--- src/rtl/sr_pulse_driver.sv ---
// Set/reset latch drive side: turns level requests into fixed-width,
// mutually exclusive s/r pulses and tracks the latch state in q_model.
`timescale 1ns/1ps
module sr_pulse_driver #(
  parameter int unsigned PULSE_W     = 2,
  parameter int unsigned GAP_W       = 1,
  parameter bit          FORCE_PULSE = 1'b0
) (
  input  logic clk,
  input  logic rst,
  input  logic req_valid,
  input  logic req_level,
  output logic req_ready,
  output logic s,
  output logic r,
  output logic q_model,
  output logic busy
);

  typedef enum logic [1:0] {
    IDLE  = 2'd0,
    PULSE = 2'd1,
    GAP   = 2'd2
  } state_t;

  localparam logic [7:0] PULSE_C = 8'(PULSE_W - 1);
  localparam logic [7:0] GAP_C   =
    (GAP_W == 0) ? 8'd0 : 8'(GAP_W - 1);

  state_t     state, state_d;
  logic [7:0] cnt, cnt_d;
  logic       s_d, r_d, q_d;
  logic       lvl, lvl_d;
  logic       fire;

  // A matching level is consumed without a pulse unless forced.
  assign fire = req_valid &&
                ((req_level != q_model) || FORCE_PULSE);

  always_comb begin
    state_d = state;
    cnt_d   = cnt;
    s_d     = s;
    r_d     = r;
    q_d     = q_model;
    lvl_d   = lvl;
    unique case (state)
      IDLE: begin
        if (fire) begin
          lvl_d   = req_level;
          cnt_d   = PULSE_C;
          s_d     = req_level;
          r_d     = !req_level;
          state_d = PULSE;
        end
      end
      PULSE: begin
        if (cnt != 8'd0) begin
          cnt_d = cnt - 8'd1;
        end else begin
          s_d = 1'b0;
          r_d = 1'b0;
          q_d = lvl;
          if (GAP_W == 0) begin
            state_d = IDLE;
          end else begin
            cnt_d   = GAP_C;
            state_d = GAP;
          end
        end
      end
      GAP: begin
        s_d = 1'b0;
        r_d = 1'b0;
        if (cnt != 8'd0) begin
          cnt_d = cnt - 8'd1;
        end else begin
          state_d = IDLE;
        end
      end
      default: begin
        s_d     = 1'b0;
        r_d     = 1'b0;
        state_d = IDLE;
      end
    endcase
  end

  always_ff @(posedge clk or negedge rst) begin
    if (!rst) begin
      state   <= IDLE;
      cnt     <= 8'd0;
      s       <= 1'b0;
      r       <= 1'b0;
      q_model <= 1'b0;
      lvl     <= 1'b0;
    end else begin
      state   <= state_d;
      cnt     <= cnt_d;
      s       <= s_d;
      r       <= r_d;
      q_model <= q_d;
      lvl     <= lvl_d;
    end
  end

  assign req_ready = (state == IDLE);
  assign busy      = (state != IDLE);

endmodule

--- config.mk ---
export PLATFORM = sky130hd
export DESIGN_NAME = sr_pulse_driver
export DESIGN_NICKNAME = d
export VERILOG_FILES = /design/src/rtl/sr_pulse_driver.sv
export SDC_FILE = /design/constraint.sdc
export NUM_CORES = 1
export LEC_CHECK = 0
export ABC_AREA = 0
export BUFFER_PORTS_ARGS = -buffer_cell sky130_fd_sc_hd__buf_4
export CORE_MARGIN = 1.5
export CORE_UTILIZATION = 55
export CTS_CLUSTER_SIZE = 30
export DETAILED_ROUTE_END_ITERATION = 12
export PLACE_DENSITY = 0.81
export SYNTH_ARGS = -nofsm -noshare
export SYNTH_HDL_FRONTEND = slang
export SYNTH_SLANG_ARGS = --single-unit
export TNS_END_PERCENT = 5
--- constraint.sdc ---
create_clock -name clk -period 2.1 [get_ports clk]
set_input_delay 0.21 -clock clk [delete_from_list [all_inputs] [get_ports clk]]
set_output_delay 0.21 -clock clk [all_outputs]
set_load 0.005 [all_outputs]
==> impl_metrics.toml, run 1 <==
[critical_path]
cp.arrival_ns = 2.09
startpoint_type = "flip-flop"
worstRegToRegCells = 6
critical_path.top_delay_family = "simple AND/OR/NAND/NOR gates"
reg2reg_to = "q_model"
critPathRequiredTime_ns = 2.27
crit_chain = "inv_1 > ha_1 > or3b_4 > nor3_4 > nand2_2 > mux2_4"
worst-r2r-setup-slack_ns = 0.19
crit_buf_inv = 1
endpoint_kind = "flip-flop"
worst_path_max_delay_cell = "or3b_4"
crit_type = "reg -> reg"
worst-path-max-fanout = 5
rr_startpoint = "cnt[0]"
slowest_delay_ns = 0.43

[power]
internal-power_w = 0.000901
combPwrFrac_pct = 61.8
swShare_pct = 46.7
seqPwrFrac_pct = 29.1
leakagePower_nw = 0.443
p_switching_w = 0.000789
p_clk_share_pct = 9.0
power_density_nw_per_um2 = 1670
irDropWorstVdd_mv = 0.947

[timing]
finClkSkew_ns = 0.00232
post-route-period-util_pct = 91.2
whs_ns = 0.218
setup_tns_ns = 0
relSlewSlack_pct = 72.0
hold_viol_final = 0
drv_slew = 0
fmax_mhz = 522
rsz0062_at_grt = "no"
setup_viol = 0
final.min_clock_period_ns = 1.91
setup_ws_ns = 0.186
worstMarginPinSlew_ns = 0.419

[cts]
cts_tree = "built"
numCtsBuffers = 3
clk_latency_ns = 0.28
htreeDepth = 1
numClockSinks = 14
cts_buffer_depth = 2
root_buffer = "clkbuf_4"
clkTransAtPathRegs_ns = 0.08
cts_resized = 0
postCtsSetupRepairBufs = 0

[detailed_routing]
vias_per_cell = 6.33
routed_wl_mm = 1.87
antenna_left = 0
wl_per_cell_um = 15.2
via_count = 778
drt_iter0_drc = 14
drc = 0
first_pass_iters = 5

[place]
io_buffer_count = 8
gp_congestion = 0.845
place_ws_ns = 0.190
hpwlAfterDp_mm = 1.43

[worst_hold_path]
whs_path_depth = 3
min_to = "lvl"
hold_path.class = "in -> reg"
holdCritStartpoint = "req_level"

[global_routing]
antenna_found_initial = 0
grt_use_total_pct = 23.7
grt_pass1_wl_mm = 3.25
busiest_layer = "met2"
met3_usage_pct = 5.42
grt_pass1_vias = 735
grt_max_degree = 15
use_met1_pct = 30.5
overflow = 0
grtUsageMet2_pct = 35.8

[logic_synthesis]
ys_seq_area_share_pct = 38.8
synthArstFlopShare_pct = 100
synth_cell_types = 38
synth_edf_count = 0
avgSynthCellArea_um2 = 9.41
yosysTopAreaCell = "dfrtp_1"
synth_cells = 96
syn_nets = 105
yosysMostFrequentCell = "dfrtp_1"
ys_seq_elements = 14
synth_common_cells = "14 x dfrtp_1, 11 x inv_1, 7 x a31oi_1"
ys.flop_type = "dfrtp_1"
syn-cell-area_um2 = 903
synth_top_area_share_pct = 38.8
synthTopCellsByArea = "dfrtp_1 39%, ha_1 6.9%, a31oi_1 4.8%, inv_1 4.6%, nor3_1 2.8%"
yosys_warnings = 0

[floorplan]
die_w_um = 43.5
core.rowCount = 14
die-area_um2 = 1890
io-pin-count = 9
die_y_um = 43.5
start_util_pct = 59.3
core_um2 = 1520

[cells_and_area]
drive_gt1_share_pct = 18.7
num-nets-final = 118
antenna_cells_inserted = 0
area_growth_pct = 12.3

[run_status]
status = "completed"

[run]
drv_cap = 0
==> how the worst max path moves through the flow <==
stage	from	to	slack (ns)	depth (start not counted)
floorplan	cnt[0]	q_model	0.35	6
global placement	cnt[0]	q_model	0.27	6
detailed placement	cnt[0]	q_model	0.19	6
CTS	cnt[0]	q_model	0.18	6
global route	cnt[1]	cnt[5]	0.05	6
finish	cnt[0]	q_model	0.19	6
==> worst register-to-register path, cell delays in order (launching register included) <==
cell,delay (ns)
dfrtp_1,0.39
inv_1,0.10
ha_1,0.20
or3b_4,0.43
nor3_4,0.28
nand2_2,0.10
mux2_4,0.30
==> stage by stage <==
| stage | util [%] | total power [W] | instance area [µm²] | std cells |
|---|---|---|---|---|
| floorplan | - | 0.00126 | 903 | 96 |
| global placement | 64.4 | 0.00150 | 982 | 119 |
| detailed placement | 64.4 | 0.00154 | 982 | 119 |
| CTS | 66.6 | 0.00169 | 1010 | 123 |
| global route | 66.6 | 0.00184 | 1010 | 123 |
| finish | 66.6 | 0.00169 | 1010 | 123 |
==> metal layers <==
layer | vias to the layer above | routed length (µm)
met1 | 369 | 872
met4 | 0 | 38
met5 | - | 0
met3 | 6 | 65
met2 | 18 | 894
li1 | 385 | -
==> registers in the layout, summed over array words and instances (netlist names) <==
signal,cells
q_model,1
lvl,1
state,2
s,1
cnt,8
r,1
==> cell type report <==
| class | count | area [µm²] |
|---|---|---|
| Inverter | 11 | 41.3 |
| Fill cell | 131 | 509 |
| Timing Repair Buffer | 11 | 85.1 |
| Multi-Input combinational cell | 68 | 495 |
| Clock buffer | 3 | 22.5 |
| Sequential cell | 14 | 350 |
| Tap cell | 16 | 20.0 |
==> repair_timing <==
item | in CTS | in global routing
endpoints found under the setup margin | 0 | 0
hold buffers | 1 | 0
hold endpoints to repair | 14 | 0
==> power by group through the flow <==
stage / registers (W) / logic [W] / clock network [W]
after floorplan: 0.000471 / 0.000785 / 0
after global placement: 0.000494 / 0.00101 / 0
after detailed placement: 0.000496 / 0.00104 / 0
after CTS: 0.000491 / 0.00104 / 0.000154
after global routing: 0.000510 / 0.00116 / 0.000168
final: 0.000492 / 0.00104 / 0.000153
==> logic make-up after synthesis <==
logic type	count (synthesis)	share of synthesized area [%]
flip-flops	14	38.8
adder cells (fa/ha/maj)	5	6.93
XOR/XNOR	2	1.94
multiplexers	3	3.88
buffers and inverters	14	6.37
AO/OA/AOI/OAI	29	21.9
AND/OR/NAND/NOR	29	20.2
==> cell usage in the layout, fill, tap and decap left out, types with 2 or more instances in the layout <==
master / netlist / routed
nor2_1: 3 / 3
buf_4: 1 / 10
nor3_1: 5 / 5
a31oi_1: 7 / 7
nand2_1: 4 / 4
ha_1: 5 / 5
nor3b_1: 2 / 2
dfrtp_1: 14 / 14
a21oi_1: 3 / 3
mux2i_1: 2 / 2
nand4_1: 3 / 3
nand3_1: 2 / 2
a41oi_1: 2 / 2
clkbuf_4: 0 / 3
o22ai_1: 4 / 4
inv_1: 11 / 11
o21ai_0: 5 / 5
nor2b_1: 2 / 2
Note: power is estimated with default switching activity, not from simulation.
==> run 2, diff against run 1 <==
CORE_UTILIZATION = 56   (was 55)
PLACE_DENSITY = 0.73   (was 0.81)
REMOVE_ABC_BUFFERS = 1   (was not set)
==> run 2 against run 1 <==
Worst hold slack improved by 0.00051 ns; clock power is 26% higher; critical path depth is the same; sequential share of layout area fell by 0.34 points; count of clock-buffer cells in the layout up 1; non-clock buffer count decreased by 2; via count is 4.8% higher; highest routed layer unchanged; clock skew is 0.0041 ns higher; maximum frequency shrank 0.24%; final area increased by 0.99%; flip-flop and latch count unchanged; first-iteration DRC count increased by 64%.
==> impl_metrics.toml, run 2 (synthesis results as in run 1) <==
[run_status]
status = "completed"

[power]
irDropWorstVdd_mv = 1.09
leakagePower_nw = 0.444
power_density_nw_per_um2 = 1690

[timing]
setup_viol = 0
post-route-period-util_pct = 91.4
finClkSkew_ns = 0.00639
drv_slew = 0
setup_ws_ns = 0.181
final.min_clock_period_ns = 1.92
fmax_mhz = 521
setup_tns_ns = 0
hold_viol_final = 0
rsz0062_at_grt = "no"
worstMarginPinSlew_ns = 0.529
relSlewSlack_pct = 64.7

[worst_hold_path]
whs_path_depth = 3
holdCritStartpoint = "req_level"
min_to = "lvl"
hold_path.class = "in -> reg"

[detailed_routing]
first_pass_iters = 4
antenna_left = 0
wl_per_cell_um = 16.5
routed_wl_mm = 2.02
drt_iter0_drc = 23
vias_per_cell = 6.68
via_count = 815
drc = 0

[cts]
cts_tree = "built"
root_buffer = "clkbuf_4"
numClockSinks = 14
clk_latency_ns = 0.28
numCtsBuffers = 3
htreeDepth = 1
postCtsSetupRepairBufs = 0
cts_buffer_depth = 2
clkTransAtPathRegs_ns = 0.09

[floorplan]
die_w_um = 43.2
die_y_um = 43.2
start_util_pct = 60.0
io-pin-count = 9
die-area_um2 = 1860
core.rowCount = 14
core_um2 = 1510

[cells_and_area]
final_common_cell = "dfrtp_1"
area_growth_pct = 13.4
antenna_cells_inserted = 0
num-nets-final = 116
largestRegisters = "cnt: 8 flops, state: 2 flops"
regMostFlops = "cnt"
drive_gt1_share_pct = 19.8
layout_common_cells = "14 x dfrtp_1, 11 x inv_1, 8 x buf_4"
largest_reg_flops = 8

[critical_path]
rr_startpoint = "cnt[0]"
endpoint_kind = "flip-flop"
startpoint_type = "flip-flop"
worst-path-max-fanout = 5
crit_type = "reg -> reg"
worstRegToRegCells = 6
critPathRequiredTime_ns = 2.29
cp.arrival_ns = 2.11
reg2reg_to = "cnt[5]"
worst-r2r-setup-slack_ns = 0.18

[place]
io_buffer_count = 8
hpwlAfterDp_mm = 1.43
gp_congestion = 0.861
place_ws_ns = 0.0236

[global_routing]
grt_max_degree = 15
antenna_found_initial = 0
overflow = 0
grt_pass1_wl_mm = 3.21
grt_pass1_vias = 723
grt_use_total_pct = 23.3

[run]
drv_cap = 0
[run 2: cell count changes in the layout (fill, tap and decap cells not counted)]
| cell | previous run | this run |
|---|---|---|
| nor3b_2 | 0 | 1 |
| a31oi_2 | 0 | 1 |
| a31oi_1 | 7 | 6 |
| buf_4 | 10 | 8 |
| clkbuf_8 | 0 | 1 |
| nor3b_1 | 2 | 1 |
[run 2: layout make-up]
type	instances	area [µm²]
clock buffer	4	36.3
multi-input combinational	68	507
tap	16	20.0
fill	127	482
inverter	11	41.3
timing repair buffer	9	70.1
sequential	14	350
[run 2: per-layer routing]
metal	wire length [µm]	share of wire [%]	GRT usage, %
met5	0	0	0
met1	886	44	30.8
met2	953	47	37.6
met4	53	2.6	10.3
met3	124	6.1	2.98
[run 2: worst max-delay path, cell delays in order, from the launching register on]
cell	delay, ns
dfrtp_1	0.40
inv_1	0.10
ha_1	0.21
or3b_4	0.44
nor3_4	0.28
a21oi_1	0.19
o221ai_1	0.21
[run 2: worst max path at each step]
stage                       from      to  slack, ns  cells after the start
final                     cnt[0]  cnt[5]       0.18                      6
after global routing      cnt[0]  cnt[4]       0.06                      6
after CTS                 cnt[0]  cnt[5]       0.20                      6
after detailed placement  cnt[0]  cnt[5]       0.02                      6
after global placement    cnt[0]  cnt[5]       0.08                      6
after floorplan           cnt[0]  cnt[5]       0.30                      6
[run 2: what timing repair did]
action | 4_1_cts | 5_1_grt
hold buffers | 1 | 0
hold endpoints to repair | 14 | 0
gates resized for setup | 1 | 1
setup endpoints to repair | 2 | 2
[run 2: power by group]
| group | switching, W | internal (W) | leakage (nW) | total [W] |
|---|---|---|---|---|
| Combinational | 0.000605 | 0.000433 | 0.243 | 0.00104 |
| Sequential | 0.000129 | 0.000373 | 0.180 | 0.000502 |
| Clock | 0.0000876 | 0.000105 | 0.0210 | 0.000193 |
[run 2: stage by stage]
step / utilization, % / area (µm²) / instances / hold WS (ns) / total power (W)
detailed placement: 64.2 / 967 / 117 / 0.0713 / 0.00149
global placement: 64.2 / 967 / 117 / 0.0698 / 0.00146
global route: 68.0 / 1020 / 122 / 0.272 / 0.00186
finish: 68.0 / 1020 / 122 / 0.218 / 0.00173
CTS: 67.7 / 1020 / 122 / 0.213 / 0.00170
floorplan: - / 887 / 93 / -0.0856 / 0.00122
